`config.mk`:
```
export PLATFORM = sky130hd
export DESIGN_NAME = ht_decoder
export DESIGN_NICKNAME = d
export VERILOG_FILES = /design/src/rtl/ht_decoder.sv
export SDC_FILE = /design/constraint.sdc
export NUM_CORES = 1
export LEC_CHECK = 0
export ABC_AREA = 1
export CAP_MARGIN = 20
export CELL_PAD_IN_SITES_DETAIL_PLACEMENT = 1
export CELL_PAD_IN_SITES_GLOBAL_PLACEMENT = 2
export CORE_MARGIN = 2
export CORE_UTILIZATION = 38
export CTS_CLUSTER_DIAMETER = 50
export DETAILED_ROUTE_END_ITERATION = 7
export PLACE_DENSITY = 0.91
export SYNTH_ARGS = -nofsm -noshare
export SYNTH_HDL_FRONTEND = slang
export SYNTH_SLANG_ARGS = --single-unit
```
`constraint.sdc`:
```
create_clock -name clk -period 5.9 [get_ports clk]
set_input_delay 0.885 -clock clk [delete_from_list [all_inputs] [get_ports clk]]
set_output_delay 0.885 -clock clk [all_outputs]
set_load 0.005 [all_outputs]
```
`src/rtl/ht_decoder.sv`:
```
// ht_decoder: serial Huffman decoder with a loadable 8-entry codebook.
// Optional table validity check enabled by defining HTD_TBL_CHECK_EN.
// Ports:
//   clk, rst_n            clock, asynchronous active-low reset
//   tbl_valid/len/code    codebook entry write (entries 0..7 in order)
//   in_valid/in_code      MSB-first serial code bits
//   out_valid/char/last   decoded character pulse, index, frame-last flag
//   out_err               no-match (or invalid table) pulse
//   tbl_ready             a complete table is held
module ht_decoder #(
    parameter int N_CHAR = 5,
    parameter int CODE_W = 7
) (
    input  logic              clk,
    input  logic              rst_n,
    input  logic              tbl_valid,
    input  logic [2:0]        tbl_len,
    input  logic [CODE_W-1:0] tbl_code,
    input  logic              in_valid,
    input  logic              in_code,
    output logic              out_valid,
    output logic [2:0]        out_char,
    output logic              out_last,
    output logic              out_err,
    output logic              tbl_ready
);

    localparam int CNT_W = (N_CHAR > 1) ? $clog2(N_CHAR) : 1;

    typedef enum logic [1:0] {
        IDLE,
        LOAD,
        READY,
        DECODE
    } state_t;

    state_t            state, state_d;
    logic [2:0]        len_q  [8];
    logic [CODE_W-1:0] code_q [8];
    logic [CODE_W-2:0] acc;
    logic [2:0]        acc_len;
    logic [2:0]        ent_q;
    logic [CNT_W-1:0]  char_q;

    logic              wr;
    logic [2:0]        wr_idx;
    logic              proc;
    logic              chk_err;
    logic              bad_q;

    logic [CODE_W-1:0] cand;
    logic [2:0]        cand_len;
    logic [CODE_W-1:0] mask;
    logic              hit;
    logic [2:0]        hit_idx;
    logic              frame_end;
    logic              overflow;

    assign cand      = {acc, in_code};
    assign cand_len  = acc_len + 3'd1;
    assign mask      = ~({CODE_W{1'b1}} << cand_len);
    assign frame_end = (char_q == CNT_W'(N_CHAR - 1));
    assign overflow  = (cand_len == 3'(CODE_W));
    assign tbl_ready = (state == READY) || (state == DECODE);

    // Scan downward so the lowest matching index is the one kept.
    always_comb begin
        hit     = 1'b0;
        hit_idx = 3'd0;
        for (int i = 7; i >= 0; i--) begin
            if (len_q[i] == cand_len &&
                ((code_q[i] ^ cand) & mask) == '0) begin
                hit     = 1'b1;
                hit_idx = 3'(i);
            end
        end
    end

    always_comb begin
        state_d = state;
        wr      = 1'b0;
        wr_idx  = ent_q;
        proc    = 1'b0;
        chk_err = 1'b0;
        unique case (state)
            IDLE: begin
                if (tbl_valid) begin
                    wr      = 1'b1;
                    wr_idx  = 3'd0;
                    state_d = LOAD;
                end
            end
            LOAD: begin
                if (tbl_valid) begin
                    wr = 1'b1;
                    if (ent_q == 3'd7) state_d = READY;
                end
            end
            READY: begin
                if (tbl_valid) begin
                    wr      = 1'b1;
                    wr_idx  = 3'd0;
                    state_d = LOAD;
                end else if (in_valid) begin
                    if (bad_q) begin
                        chk_err = 1'b1;
                    end else begin
                        proc    = 1'b1;
                        state_d = DECODE;
                    end
                end
            end
            DECODE: begin
                proc = in_valid;
            end
            default: state_d = IDLE;
        endcase
        if (proc) begin
            if (hit) begin
                if (frame_end) state_d = READY;
            end else if (overflow) begin
                state_d = READY;
            end
        end
    end

    always_ff @(posedge clk or negedge rst_n) begin
        if (!rst_n) state <= IDLE;
        else        state <= state_d;
    end

    always_ff @(posedge clk or negedge rst_n) begin
        if (!rst_n) begin
            for (int i = 0; i < 8; i++) begin
                len_q[i]  <= '0;
                code_q[i] <= '0;
            end
            acc       <= '0;
            acc_len   <= '0;
            ent_q     <= '0;
            char_q    <= '0;
            out_valid <= 1'b0;
            out_char  <= '0;
            out_last  <= 1'b0;
            out_err   <= 1'b0;
        end else begin
            out_valid <= 1'b0;
            out_last  <= 1'b0;
            out_err   <= chk_err;
            if (wr) begin
                len_q[wr_idx]  <= tbl_len;
                code_q[wr_idx] <= tbl_code;
                ent_q          <= wr_idx + 3'd1;
            end
            if (proc) begin
                if (hit) begin
                    out_valid <= 1'b1;
                    out_char  <= hit_idx;
                    acc       <= '0;
                    acc_len   <= '0;
                    if (frame_end) begin
                        out_last <= 1'b1;
                        char_q   <= '0;
                    end else begin
                        char_q <= char_q + CNT_W'(1);
                    end
                end else if (overflow) begin
                    // Longest code seen without a match: abort the frame.
                    out_err <= 1'b1;
                    acc     <= '0;
                    acc_len <= '0;
                    char_q  <= '0;
                end else begin
                    acc     <= cand[CODE_W-2:0];
                    acc_len <= cand_len;
                end
            end
        end
    end

`ifdef HTD_TBL_CHECK_EN
    logic bad_d;

    // Entry 7 is being written this cycle, so take its length from the port.
    always_comb begin
        bad_d = 1'b0;
        for (int i = 0; i < 8; i++) begin
            if (((i == 7) ? tbl_len : len_q[i]) == 3'd0) bad_d = 1'b1;
        end
    end

    always_ff @(posedge clk or negedge rst_n) begin
        if (!rst_n) begin
            bad_q <= 1'b0;
        end else if (wr) begin
            if (wr_idx == 3'd7)      bad_q <= bad_d;
            else if (wr_idx == 3'd0) bad_q <= 1'b0;
        end
    end
`else
    assign bad_q = 1'b0;
`endif

endmodule

```
==> results.tsv <==
metric	value	unit
syn_area	5530	um2
grt_usage	22.8	%
synth_area_leader_cell	dfrtp_1	
rsz0062_at_grt	no	
h-tree-depth	3	
hold_viol	0	
cellLeakagePower	3.07	nW
fin_util	42.9	%
critPathLaunchType	flop	
grt_pass1_wl	28000	um
synth_seq_area_share	46.6	%
pwr_density_cell	552	nW/um2
ys_types	29	
initial_utilization	38.5	%
grt_max_degree	71	
area_growth	11.5	%
total_power	3.40	mW
status	complete, no violations	
ys_top_cells_by_area	dfrtp_1 (47%), nand2_1 (17%), o21ai_0 (7.1%), nand3_1 (5.6%), inv_1 (5.6%)	
whs	0.477	ns
gp_congestion	0.881	
ant_nets	0	
top_level_ports	22	
num_vias	4930	
port_buffers	21	
required	6.20	ns
ys_async_sr_fraction	100	%
cts_root_buf	clkbuf_16	
num_antenna_cells	0	
rr_endpoint	char_q[0]	
maxCapViolations	0	
synthCells	752	
tns	0	ns
relSlewSlack	34.2	%
yosysMostFrequentCell	nand2_1	
cts_buffers	9	
yosysWarnings	0	
clkSinkCount	103	
die_height	125	um
place_area	5870	um2
synth-edff-count	0	
die_w	125	um
antenna_found_initial	0	
avgViaCountPerCell	5.19	
cp.arrival	4.05	ns
dp_hpwl	12200	um
ys_ff_latch	103	
min_period	3.76	ns
worstReg2RegStart	acc_len[0]	
first_iter_violations	247	
hp-class	in2async	
period_share	63.7	%
wl_per_cell	17.7	um
ff2ff_setup_slack	2.14	ns
rows	44	
worstSetupPathType	reg2reg	
overflow	0	
yosysTopAreaCellShare	46.6	%
clk_latency	0.36	ns
drt_wl_total	16800	um
clock_skew	0.00696	ns
hold_buffers	0	
drive_above_1_share	5.10	%
worst_pin_slew	0.987	ns
synth_fp_nets	774	
irDropWorstVdd	0.194	mV
core	14400	um2
fmax	266	MHz
cts_tree	yes	
grt_pass1_vias	5380	
critPathMaxFanout	16	
drt_pre_antenna_iters	4	
endpoint_kind	flop	
final_cell_area	6170	um2
die_area	15500	um2
slew_viol_final	0	
post-cts-setup-buffers	0	
setup_viol	0	
reg2reg_depth	15	
nets	782	
clk_pin_slew_worst_paths	0.07	ns
clockBufferDepth	2	
route.detailed.drc	0	
ys.flop_type	dfrtp_1	
syn_area_per_cell	7.36	um2
cts_resized	0	
synth_commonest_cells	nand2_1 (253), dfrtp_1 (103), inv_1 (82)	
layer usage:
| metal | global-route usage, % | wire length [um] | share of wire (%) |
|---|---|---|---|
| met4 | 7.73 | 473 | 2.8 |
| met2 | 38.4 | 8050 | 48 |
| met1 | 29.6 | 7770 | 46 |
| met5 | 0 | 0 | 0 |
| met3 | 4.38 | 489 | 2.9 |
worst max path at each step:
stage | from | endpoint | slack [ns] | cells after the start
4_1_cts | acc_len[0] | char_q[0] | 2.16 | 15
3_5_place_dp | acc_len[0] | char_q[2] | 2.17 | 15
6_report | acc_len[0] | char_q[0] | 2.14 | 15
3_3_place_gp | acc_len[0] | char_q[1] | 2.21 | 15
2_1_floorplan | acc_len[0] | acc[0] | 3.62 | 15
5_1_grt | acc_len[0] | char_q[1] | 1.75 | 15
kinds of logic (layout without fill, tap and decap cells):
logic type	after synthesis	in the layout	synth area share, %
buffers and inverters	116	129	8.44
flip-flops	103	103	46.6
AO/OA/AOI/OAI	105	105	9.64
XOR/XNOR	23	23	3.64
AND/OR/NAND/NOR	398	398	30.1
adder cells (fa/ha/maj)	7	7	1.58
worst max-delay path, stage by stage, from the launching register on:
cell	delay [ns]
dfrtp_1	0.64
ha_1	0.27
inv_1	0.05
ha_1	0.93
nand2_1	0.42
nand3_1	0.18
nand2_1	0.09
nor2_1	0.25
nand3_1	0.16
nand2_1	0.12
nor2_2	0.07
nand2_4	0.12
nand2_4	0.10
nor2_4	0.13
nand2_1	0.07
nand2_1	0.06
final cells by class:
type | count | area [um2]
Clock buffer | 12 | 246
Clock inverter | 4 | 55.1
Fill cell | 1808 | 8200
Inverter | 87 | 327
Multi-Input combinational cell | 533 | 2490
Sequential cell | 103 | 2580
Tap cell | 184 | 230
Timing Repair Buffer | 26 | 245
stage by stage:
step,std cells,setup WS (ns)
after CTS,949,2.16
after global placement,933,2.21
after detailed placement,933,2.17
after global routing,949,1.75
after floorplan,752,3.62
final,949,2.14
registers in the layout, summed over array words and instances (netlist names):
register / cells
out_char: 3
len_q: 24
out_valid: 1
out_last: 1
state: 2
acc_len: 3
ent_q: 3
acc: 6
code_q: 56
out_err: 1
char_q: 3
layout by cell type (no fill, tap or decap), types with 4 or more instances in the layout:
cell type	n
a21oi_1	14
buf_4	6
clkbuf_16	9
clkdlybuf4s50_1	20
dfrtp_1	103
ha_1	7
inv_1	82
inv_2	5
nand2_1	253
nand3_1	62
nor2_1	60
o21ai_0	78
o21ai_1	10
or2_2	4
xnor2_1	14
xor2_1	9
report_power, final:
part           switching (mW)  internal [mW]  leakage, nW  total (mW)
sequential              0.273           1.03         1.28        1.30
clock                   0.278          0.343        0.143       0.621
combinational           0.968          0.515         1.65        1.48
No activity file was read; power rests on OpenSTA's default activity.
